$ cat config.mk
export PLATFORM = sky130hd
export DESIGN_NAME = router_fsm_n_flat
export DESIGN_NICKNAME = d
export VERILOG_FILES = /design/src/rtl/router_pkg.sv /design/src/rtl/router_fsm_n_if.sv /design/src/rtl/router_wait_timer.sv /design/src/rtl/router_fsm_n.sv /design/src/flat_wrapper.sv
export SDC_FILE = /design/constraint.sdc
export NUM_CORES = 1
export LEC_CHECK = 0
export ABC_AREA = 0
export BUFFER_PORTS_ARGS = -buffer_cell sky130_fd_sc_hd__buf_2
export CORE_ASPECT_RATIO = 0.7
export CORE_MARGIN = 5
export CORE_UTILIZATION = 40
export DETAILED_ROUTE_END_ITERATION = 10
export HOLD_SLACK_MARGIN = 0.12
export PLACE_DENSITY = 0.65
export RECOVER_POWER = 50
export SKIP_CTS_REPAIR_TIMING = 1
export SYNTH_ARGS = -nofsm -noshare
export SYNTH_HDL_FRONTEND = slang
export SYNTH_SLANG_ARGS = --single-unit
$ cat constraint.sdc
create_clock -name clock -period 3.7 [get_ports clock]
set_input_delay 0.555 -clock clock [delete_from_list [all_inputs] [get_ports clock]]
set_output_delay 0.555 -clock clock [all_outputs]
set_load 0.01 [all_outputs]
$ cat src/rtl/router_pkg.sv
// Shared types and constants for the N-channel router controller FSM.
package router_pkg;

  typedef enum logic [3:0] {
    ST_DECODE_ADDRESS     = 4'd0,
    ST_WAIT_TILL_EMPTY    = 4'd1,
    ST_LOAD_FIRST_DATA    = 4'd2,
    ST_LOAD_DATA          = 4'd3,
    ST_FIFO_FULL_STATE    = 4'd4,
    ST_LOAD_AFTER_FULL    = 4'd5,
    ST_LOAD_PARITY        = 4'd6,
    ST_CHECK_PARITY_ERROR = 4'd7,
    ST_DROP_PACKET        = 4'd8
  } router_state_t;

  localparam int MIN_ADDR_W = 1;
  localparam int DROP_CNT_W = 8;
  localparam logic [DROP_CNT_W-1:0] DROP_CNT_MAX = '1;

  // Header address width for a given channel count, never narrower than one bit.
  function automatic int addr_w_for(input int num_ch);
    return (num_ch <= 2) ? MIN_ADDR_W : $clog2(num_ch);
  endfunction

endpackage

$ cat src/rtl/router_fsm_n_if.sv
// Control/status bundle between the router FSM (slave) and its register/FIFO surroundings (master).
interface router_fsm_n_if
  import router_pkg::*;
#(
  parameter int NUM_CH = 3,
  parameter int ADDR_W = addr_w_for(NUM_CH),
  parameter int DATA_W = 8
);

  logic                  pkt_valid;
  logic [DATA_W-1:0]     data_in;
  logic                  fifo_full;
  logic [NUM_CH-1:0]     fifo_empty;
  logic [NUM_CH-1:0]     soft_reset;
  logic                  parity_done;
  logic                  low_pkt_valid;

  logic                  detect_add;
  logic                  lfd_state;
  logic                  ld_state;
  logic                  laf_state;
  logic                  full_state;
  logic                  write_enb_reg;
  logic                  rst_int_reg;
  logic                  busy;
  logic                  drop_state;
  logic [ADDR_W-1:0]     sel_ch;
  logic [DROP_CNT_W-1:0] drop_count;

  modport master (
    output pkt_valid, data_in, fifo_full, fifo_empty, soft_reset, parity_done, low_pkt_valid,
    input  detect_add, lfd_state, ld_state, laf_state, full_state, write_enb_reg,
           rst_int_reg, busy, drop_state, sel_ch, drop_count
  );

  modport slave (
    input  pkt_valid, data_in, fifo_full, fifo_empty, soft_reset, parity_done, low_pkt_valid,
    output detect_add, lfd_state, ld_state, laf_state, full_state, write_enb_reg,
           rst_int_reg, busy, drop_state, sel_ch, drop_count
  );

endinterface

$ cat src/rtl/router_wait_timer.sv
// Down-counter bounding the time spent waiting for a destination FIFO to drain.
module router_wait_timer #(
  parameter int WAIT_TIMEOUT = 1024
) (
  input  logic clock,
  input  logic reset,
  input  logic clear,
  input  logic enable,
  output logic expire
);

  localparam int CNT_W = (WAIT_TIMEOUT > 1) ? $clog2(WAIT_TIMEOUT) : 1;
  localparam logic [CNT_W-1:0] LOAD_VAL = CNT_W'(WAIT_TIMEOUT - 1);

  logic [CNT_W-1:0] cnt_q, cnt_d;

  always_comb begin
    cnt_d = cnt_q;
    if (clear) begin
      cnt_d = LOAD_VAL;
    end else if (enable && cnt_q != '0) begin
      cnt_d = cnt_q - 1'b1;
    end
  end

  always_ff @(posedge clock or posedge reset) begin
    if (reset) cnt_q <= LOAD_VAL;
    else       cnt_q <= cnt_d;
  end

  // Reaching zero means this is wait cycle WAIT_TIMEOUT-1.
  assign expire = enable && (cnt_q == '0);

endmodule

$ cat src/rtl/router_fsm_n.sv
// N-channel packet router controller FSM (Moore decodes, registered destination and drop counter).
// Optional wait-timeout into DROP_PACKET is enabled by defining ROUTER_FSM_TIMEOUT_EN.
module router_fsm_n
  import router_pkg::*;
#(
  parameter int NUM_CH       = 3,
  parameter int ADDR_W       = addr_w_for(NUM_CH),
  parameter int DATA_W       = 8,
  parameter int WAIT_TIMEOUT = 1024
) (
  input logic           clock,
  input logic           reset,
  router_fsm_n_if.slave bus
);

  router_state_t         state_q, state_d;
  logic [ADDR_W-1:0]     sel_ch_q, sel_ch_d;
  logic [DROP_CNT_W-1:0] drop_count_q, drop_count_d;
  logic [ADDR_W-1:0]     hdr_addr;
  logic                  hdr_valid;
  logic                  timeout_hit;

  assign hdr_addr  = bus.data_in[ADDR_W-1:0];
  assign hdr_valid = int'(hdr_addr) < NUM_CH;

`ifdef ROUTER_FSM_TIMEOUT_EN
  router_wait_timer #(.WAIT_TIMEOUT(WAIT_TIMEOUT)) u_wait_timer (
    .clock  (clock),
    .reset  (reset),
    .clear  (state_q != ST_WAIT_TILL_EMPTY),
    .enable (state_q == ST_WAIT_TILL_EMPTY),
    .expire (timeout_hit)
  );
`else
  assign timeout_hit = 1'b0;
`endif

  always_comb begin
    // NOTE: every always_comb output gets a default first so no path can infer a latch.
    state_d      = state_q;
    sel_ch_d     = sel_ch_q;
    drop_count_d = drop_count_q;

    case (state_q)
      ST_DECODE_ADDRESS: begin
        if (bus.pkt_valid) begin
          sel_ch_d = hdr_addr;
          if (!hdr_valid)                    state_d = ST_DROP_PACKET;
          else if (bus.fifo_empty[hdr_addr]) state_d = ST_LOAD_FIRST_DATA;
          else                               state_d = ST_WAIT_TILL_EMPTY;
        end
      end
      ST_WAIT_TILL_EMPTY: begin
        if (bus.fifo_empty[sel_ch_q]) state_d = ST_LOAD_FIRST_DATA;
        else if (timeout_hit)         state_d = ST_DROP_PACKET;
      end
      ST_LOAD_FIRST_DATA: state_d = ST_LOAD_DATA;
      ST_LOAD_DATA: begin
        if (bus.fifo_full)       state_d = ST_FIFO_FULL_STATE;
        else if (!bus.pkt_valid) state_d = ST_LOAD_PARITY;
      end
      ST_FIFO_FULL_STATE: begin
        if (!bus.fifo_full) state_d = ST_LOAD_AFTER_FULL;
      end
      ST_LOAD_AFTER_FULL: begin
        if (bus.parity_done)        state_d = ST_DECODE_ADDRESS;
        else if (bus.low_pkt_valid) state_d = ST_LOAD_PARITY;
        else                        state_d = ST_LOAD_DATA;
      end
      ST_LOAD_PARITY: state_d = ST_CHECK_PARITY_ERROR;
      ST_CHECK_PARITY_ERROR: begin
        state_d = bus.fifo_full ? ST_FIFO_FULL_STATE : ST_DECODE_ADDRESS;
      end
      ST_DROP_PACKET: begin
        if (!bus.pkt_valid) state_d = ST_DECODE_ADDRESS;
      end
      default: state_d = ST_DECODE_ADDRESS;
    endcase

    // Soft reset of the routed channel overrides the normal transition.
    if (state_q != ST_DECODE_ADDRESS && state_q != ST_DROP_PACKET &&
        bus.soft_reset[sel_ch_q]) begin
      state_d = ST_DECODE_ADDRESS;
    end

    if (state_d == ST_DROP_PACKET && state_q != ST_DROP_PACKET &&
        drop_count_q != DROP_CNT_MAX) begin
      drop_count_d = drop_count_q + 1'b1;
    end
  end

  always_ff @(posedge clock or posedge reset) begin
    // NOTE: sequential state uses non-blocking assignments so all flops update from pre-edge values.
    if (reset) begin
      state_q      <= ST_DECODE_ADDRESS;
      sel_ch_q     <= '0;
      drop_count_q <= '0;
    end else begin
      state_q      <= state_d;
      sel_ch_q     <= sel_ch_d;
      drop_count_q <= drop_count_d;
    end
  end

  assign bus.detect_add    = (state_q == ST_DECODE_ADDRESS);
  assign bus.lfd_state     = (state_q == ST_LOAD_FIRST_DATA);
  assign bus.ld_state      = (state_q == ST_LOAD_DATA);
  assign bus.laf_state     = (state_q == ST_LOAD_AFTER_FULL);
  assign bus.full_state    = (state_q == ST_FIFO_FULL_STATE);
  assign bus.rst_int_reg   = (state_q == ST_CHECK_PARITY_ERROR);
  assign bus.drop_state    = (state_q == ST_DROP_PACKET);
  assign bus.write_enb_reg = (state_q == ST_LOAD_DATA) || (state_q == ST_LOAD_AFTER_FULL) ||
                             (state_q == ST_LOAD_PARITY);
  assign bus.busy          = !((state_q == ST_DECODE_ADDRESS) || (state_q == ST_LOAD_DATA) ||
                               (state_q == ST_DROP_PACKET));
  assign bus.sel_ch        = sel_ch_q;
  assign bus.drop_count    = drop_count_q;

endmodule

$ cat src/flat_wrapper.sv
// flat-port wrapper written by rule: the top's interface ports become plain ports
module router_fsm_n_flat import router_pkg::*;
#(
  parameter int NUM_CH       = 3,
  parameter int ADDR_W       = addr_w_for(NUM_CH),
  parameter int DATA_W       = 8,
  parameter int WAIT_TIMEOUT = 1024
)
  (clock, reset, bus_pkt_valid, bus_data_in, bus_fifo_full, bus_fifo_empty, bus_soft_reset, bus_parity_done, bus_low_pkt_valid, bus_detect_add, bus_lfd_state, bus_ld_state, bus_laf_state, bus_full_state, bus_write_enb_reg, bus_rst_int_reg, bus_busy, bus_drop_state, bus_sel_ch, bus_drop_count);
  router_fsm_n_if #(.NUM_CH(NUM_CH), .ADDR_W(ADDR_W), .DATA_W(DATA_W)) bus_i ();
  input logic clock;
  input logic reset;
  input wire logic [$bits(bus_i.pkt_valid)-1:0] bus_pkt_valid;
  input wire logic [$bits(bus_i.data_in)-1:0] bus_data_in;
  input wire logic [$bits(bus_i.fifo_full)-1:0] bus_fifo_full;
  input wire logic [$bits(bus_i.fifo_empty)-1:0] bus_fifo_empty;
  input wire logic [$bits(bus_i.soft_reset)-1:0] bus_soft_reset;
  input wire logic [$bits(bus_i.parity_done)-1:0] bus_parity_done;
  input wire logic [$bits(bus_i.low_pkt_valid)-1:0] bus_low_pkt_valid;
  output wire logic [$bits(bus_i.detect_add)-1:0] bus_detect_add;
  output wire logic [$bits(bus_i.lfd_state)-1:0] bus_lfd_state;
  output wire logic [$bits(bus_i.ld_state)-1:0] bus_ld_state;
  output wire logic [$bits(bus_i.laf_state)-1:0] bus_laf_state;
  output wire logic [$bits(bus_i.full_state)-1:0] bus_full_state;
  output wire logic [$bits(bus_i.write_enb_reg)-1:0] bus_write_enb_reg;
  output wire logic [$bits(bus_i.rst_int_reg)-1:0] bus_rst_int_reg;
  output wire logic [$bits(bus_i.busy)-1:0] bus_busy;
  output wire logic [$bits(bus_i.drop_state)-1:0] bus_drop_state;
  output wire logic [$bits(bus_i.sel_ch)-1:0] bus_sel_ch;
  output wire logic [$bits(bus_i.drop_count)-1:0] bus_drop_count;
  assign bus_i.pkt_valid = bus_pkt_valid;
  assign bus_i.data_in = bus_data_in;
  assign bus_i.fifo_full = bus_fifo_full;
  assign bus_i.fifo_empty = bus_fifo_empty;
  assign bus_i.soft_reset = bus_soft_reset;
  assign bus_i.parity_done = bus_parity_done;
  assign bus_i.low_pkt_valid = bus_low_pkt_valid;
  assign bus_detect_add = bus_i.detect_add;
  assign bus_lfd_state = bus_i.lfd_state;
  assign bus_ld_state = bus_i.ld_state;
  assign bus_laf_state = bus_i.laf_state;
  assign bus_full_state = bus_i.full_state;
  assign bus_write_enb_reg = bus_i.write_enb_reg;
  assign bus_rst_int_reg = bus_i.rst_int_reg;
  assign bus_busy = bus_i.busy;
  assign bus_drop_state = bus_i.drop_state;
  assign bus_sel_ch = bus_i.sel_ch;
  assign bus_drop_count = bus_i.drop_count;
  router_fsm_n #(.NUM_CH(NUM_CH), .ADDR_W(ADDR_W), .DATA_W(DATA_W), .WAIT_TIMEOUT(WAIT_TIMEOUT)) u_core (.clock(clock), .reset(reset), .bus(bus_i));
endmodule
==> run_results.csv, run 1 <==
group,metric,value,unit
clock_tree,clk_pin_slew_worst_paths,0.07,ns
synth,synth_top_area_cell,"dfrtp_1",
synth,ys_top_cells_by_area,"dfrtp_1 37%, xor2_1 6.4%, nand2b_1 3.9%",
layout,drive_gt1_frac,0.287,
timing,fin_tns_setup,0,ns
die,coreArea,2210,µm²
timing,finalHoldViolations,0,
layout,area_growth,20.7,%
die,pin_count,39,
routing,wl_per_cell,13.2,µm
placed_design,port_buffers,32,
placed_design,post-dp-hpwl,1730,µm
clock_tree,htree_levels,1,
synth,ys_ff_latch,14,
routing,drc,0,
run,cap_viol_max_count,0,
critical_path,regToRegSetupSlack,1.73,ns
synth,seq_area_frac_synth,0.367,
timing,maxSlewHeadroom,0.652,
global_routing,antenna_found_initial,0,
layout,layout.nets,152,
global_routing,gr-total-overflow,0,
placed_design,gp_congestion,0.775,
clock_tree,cts_sinks,14,
die,die_w,68.4,µm
clock_tree,clockRootBuffer,"clkbuf_4",
routing,drt_iter0_markers,47,
critical_path,worstPathRequired,3.14,ns
timing,worst_pin_slew,0.522,ns
timing,maxSlewViolCount,0,
die,die_area,3480,µm²
routing,ant_nets,0,
die,rows,14,
synth,synth_fp_nets,119,
global_routing,grt_pass1_wl,3290,µm
synth,yosys_warnings,0,
routing,wl,2120,µm
routing,vias,837,
die,die_y,50.8,µm
routing,dr.pass1.iters,4,
timing,final.period_utilization,0.558,
critical_path,arrival,1.51,ns
synth,syn_area_per_cell,9.73,µm²
pwr,power_density,665,nW/µm²
min_path,min_path_type,"in -> async",
pwr,p_leak,0.548,nW
clock_tree,cts_tree,"done",
synth,synth_edf_count,0,
critical_path,reg2reg_depth,4,
synth,syn_area,953,µm²
synth,yosys.cell_count.top_type,"dfrtp_1",
clock_tree,cts_buffer_depth,2,
synth,syn_inst,98,
timing,layout_min_cycle_time,2.06,ns
routing,viasPerCell,5.20,
synth,yosys_most_used_dff,"dfrtp_1",
die,initial_core_util,0.432,
synth,ys_async_sr_fraction,1.00,
critical_path,start_kind,"register",
critical_path,critPathKind,"reg -> out",
critical_path,end_kind,"output port",
timing,rsz0062_at_grt,"no",
pwr,finalPower,0.765,mW
critical_path,crit_fanout,14,
global_routing,grt.total_usage,0.126,
global_routing,grt_pass1_vias,702,
synth,yosysTopAreaCellShare,0.367,
timing,setup_viol,0,
timing,fmax,0.485,GHz
timing,finClkSkew,0.00237,ns
synth,synth_commonest_cells,"14 x dfrtp_1, 7 x nand2_1, 7 x xor2_1",
clock_tree,cts_buffers,3,
run_status,status,"finished, final reports clean",
synth,netlist-cell-type-count,37,
global_routing,grt_max_degree,15,
clock_tree,clock_latency,0.28,ns
pwr,vdd_ir_drop_max,239,µV
layout,antenna_cells,0,
==> metrics by stage <==
step	worst slack (ns)	cell area [µm²]	util	hold slack [ns]	instances
after global routing	1.52	1150	0.522	0.354	161
after global placement	1.78	1140	0.516	0.480	158
final	1.64	1150	0.522	0.298	161
after detailed placement	1.74	1140	0.516	0.495	158
after CTS	1.64	1160	0.526	0.317	161
after floorplan	1.89	953	-	0.444	98
==> flip-flops by register name (all words and copies together), names as in the netlist <==
name and count:
u_core.bus.sel_ch 2, u_core.bus.drop_count 8, u_core.state_q 4
==> critical path, stage by stage (launching register included) <==
cell	delay [ns]
dfrtp_1	0.55
nor4_4	0.47
buf_2	0.21
==> per-layer routing <==
metal	vias up	share of wire	global-route usage
met5	-	0	0
met4	0	0	0.0198
met3	0	0.10	0.0417
met2	33	0.44	0.187
met1	381	0.45	0.181
li1	423	-	-
==> layout by cell type (no fill, tap or decap), types with 5 or more instances in the layout <==
master	instances
buf_2	24
dfrtp_1	14
clkbuf_1	8
nand2_1	7
xor2_1	7
inv_1	6
nand2b_1	6
nor2_1	6
a21oi_1	6
nor3_1	5
==> path summary, 6_finish.rpt <==
path                                     startpoint                  endpoint
min                                           reset  u_core.bus.drop_count[6]
min reg2reg                u_core.bus.drop_count[5]  u_core.bus.drop_count[5]
min in group clock         u_core.bus.drop_count[5]  u_core.bus.drop_count[5]
max                               u_core.state_q[2]            bus_detect_add
max reg2reg                       u_core.state_q[2]  u_core.bus.drop_count[1]
max in group asynchronous                     reset  u_core.bus.drop_count[2]
==> area by class of cell <==
type | instances | area, µm²
inverters | 6 | 22.5
fillers | 220 | 1060
repair buffers | 32 | 150
flip-flops and latches | 14 | 350
multi-input cells | 74 | 566
well taps | 32 | 40.0
clock buffers | 3 | 22.5
==> power breakdown <==
part	internal, mW	switching (mW)
Clock	0.0378	0.0442
Sequential	0.200	0.107
Combinational	0.175	0.202
Total	0.412	0.353
==> kinds of logic (layout without fill, tap and decap cells) <==
| group | count (synthesis) | count (layout) | share of synthesized area |
|---|---|---|---|
| multiplexers | 5 | 5 | 0.0564 |
| buffers and inverters | 10 | 41 | 0.0394 |
| AO/OA/AOI/OAI | 23 | 23 | 0.196 |
| adder cells (fa/ha/maj) | 1 | 1 | 0.0131 |
| XOR/XNOR | 8 | 8 | 0.0735 |
| flip-flops | 14 | 14 | 0.367 |
| AND/OR/NAND/NOR | 37 | 37 | 0.255 |
Power figures use the tool's default switching activity.
==> inputs of run 2 (changes only) <==
Clock period 3.7 ns to 1.9 ns, I/O delays scaled along.
==> run 2 against run 1 <==
Total power rose by 110%. Clock power rose by 94%. Combinational power rose by 140%. Clock skew fell by 0.0018 ns. Sequential power rose by 61%. Final cell count rose by 4.3%. Register-to-register slack got worse by 1.5 ns. Global-route usage rose by 1.5 points. Cell area rose by 4.7%. Die area did not move. Largest cell class unchanged. Highest routed layer unchanged.
==> run_results.csv, run 2 (synthesis results as in run 1) <==
group,metric,value,unit
clock_tree,cts_buffers,3,
global_routing,grt_max_degree,15,
layout,antenna_cells,0,
global_routing,grt.total_usage,0.141,
global_routing,antenna_found_initial,0,
critical_path,reg2reg_depth,4,
timing,fmax,0.575,GHz
timing,finClkSkew,0.000548,ns
run,cap_viol_max_count,0,
layout,layout_common_cells,"23 x buf_2, 14 x dfrtp_1, 9 x clkbuf_1, 7 x nand2_1, 7 x xor2_1",
critical_path,crit_chain,"buf_4 -> nor3_1 -> and2_1 -> buf_2",
critical_path,crit_path_end,"bus_drop_state",
critical_path,timing.critical_path.buf_inv,2,
die,die_y,50.8,µm
layout,drive_gt1_frac,0.309,
critical_path,slowest_stage,"dfrtp_1",
timing,fin_tns_setup,0,ns
critical_path,rr_startpoint,"u_core.state_q[3]",
timing,layout_min_cycle_time,1.74,ns
die,pin_count,39,
pwr,power_density,1300,nW/µm²
pwr,p_comb_frac,0.585,
critical_path,worstPathRequired,1.62,ns
layout,final_cells,168,
clock_tree,clk_pin_slew_worst_paths,0.07,ns
placed_design,gp_congestion,0.787,
clock_tree,htree_levels,1,
routing,viasPerCell,5.19,
routing,wl_per_cell,13.3,µm
critical_path,regToRegSetupSlack,0.21,ns
timing,finalHoldViolations,0,
pwr,finalPower,1.57,mW
layout,design_area,1200,µm²
pwr,p_sw,0.695,mW
global_routing,grt_pass1_vias,808,
layout,layout.nets,159,
timing,final.period_utilization,0.916,
pwr,seqPwrFrac,0.313,
pwr,clock_power_share,0.101,
critical_path,rr_endpoint,"u_core.bus.drop_count[1]",
layout,largest_reg_flops,8,
routing,dr.pass1.iters,4,
critical_path,critical_path_cell_count,4,
routing,ant_nets,0,
clock_tree,clock_latency,0.27,ns
critical_path,startpoint,"u_core.state_q[2]",
placed_design,dp.cells,164,
placed_design,post-dp-hpwl,1810,µm
critical_path,arrival,1.46,ns
pwr,switching_share,0.442,
critical_path,crit_fanout,13,
clock_tree,clockRootBuffer,"clkbuf_4",
critical_path,critPathKind,"reg -> out",
run_status,status,"finished, final reports clean",
die,initial_core_util,0.432,
routing,drt_iter0_markers,35,
min_path,min_path_type,"in -> reg",
timing,maxSlewHeadroom,0.657,
die,die_w,68.4,µm
layout,layout_commonest_cell,"buf_2",
global_routing,grt_pass1_wl,3730,µm
placed_design,port_buffers,32,
timing,rsz0062_at_grt,"no",
critical_path,start_kind,"register",
die,coreArea,2210,µm²
die,die_area,3480,µm²
timing,finalWorstSetupSlack,0.160,ns
global_routing,gr-total-overflow,0,
clock_tree,cts_sinks,14,
routing,drc,0,
die,rows,14,
layout,area_growth,26.4,%
routing,wl,2240,µm
placed_design,pre_cts_ws,0.208,ns
pwr,vdd_ir_drop_max,485,µV
timing,setup_viol,0,
timing,maxSlewViolCount,0,
clock_tree,cts_tree,"done",
routing,vias,872,
critical_path,slowest_delay,0.41,ns
critical_path,end_kind,"output port",
critical_path,cpLargestDelayFamily,"simple AND/OR/NAND/NOR gates",
placed_design,postPlaceCellArea,1180,µm²
timing,worst_pin_slew,0.514,ns
pwr,power.internal,0.877,mW
clock_tree,cts_buffer_depth,2,
pwr,p_leak,0.581,nW
## run 2: cell count changes in the layout (fill, tap and decap cells not counted)
cell           change
dlygate4sd3_1      +1
buf_4              +6
clkbuf_1           +1
buf_2              -1
## run 2: worst register-to-register path, cell delays in order (launching register included)
cell and delay [ns]:
dfrtp_1 0.42, nor4_4 0.35, nand4_4 0.21, a21oi_1 0.25
mux2_2 0.36
## run 2: cell type report
| class | instances | area (µm²) |
|---|---|---|
| inverter | 6 | 22.5 |
| timing repair buffer | 39 | 204 |
| multi-input combinational | 74 | 566 |
| sequential | 14 | 350 |
| tap | 32 | 40.0 |
| clock buffer | 3 | 22.5 |
| fill | 218 | 1000 |
## run 2: per-stage QoR
step / utilization / hold WS (ns)
final: 0.546 / 0.319
after global placement: 0.536 / 0.335
after CTS: 0.546 / 0.0501
after detailed placement: 0.536 / 0.356
after floorplan: - / 0.174
after global routing: 0.546 / 0.299
## run 2: worst min path at each step
stage | from | to | depth (start not counted)
final | bus_pkt_valid | u_core.state_q[3] | 3
after global routing | bus_pkt_valid | u_core.state_q[3] | 3
after global placement | reset | u_core.bus.drop_count[5] | 2
after CTS | reset | u_core.bus.drop_count[2] | 2
after detailed placement | reset | u_core.bus.drop_count[6] | 2
after floorplan | reset | u_core.bus.drop_count[0] | 1
## run 2: per-layer routing
layer  vias up  GRT usage  routed length (µm)
met4         0     0.0198                   0
met5         -          0                   0
met1       401      0.197                1020
met3         0     0.0461                 201
met2        35      0.219                1020
li1        436          -                   -
## run 2: power groups by stage
| stage | Combinational, mW | Clock (mW) | Sequential, mW |
|---|---|---|---|
| 2_1_floorplan | 0.557 | 0 | 0.534 |
| 3_3_place_gp | 0.921 | 0 | 0.495 |
| 3_5_place_dp | 0.938 | 0 | 0.500 |
| 4_1_cts | 0.943 | 0.167 | 0.494 |
| 5_1_grt | 1.01 | 0.186 | 0.514 |
| 6_report | 0.920 | 0.159 | 0.493 |
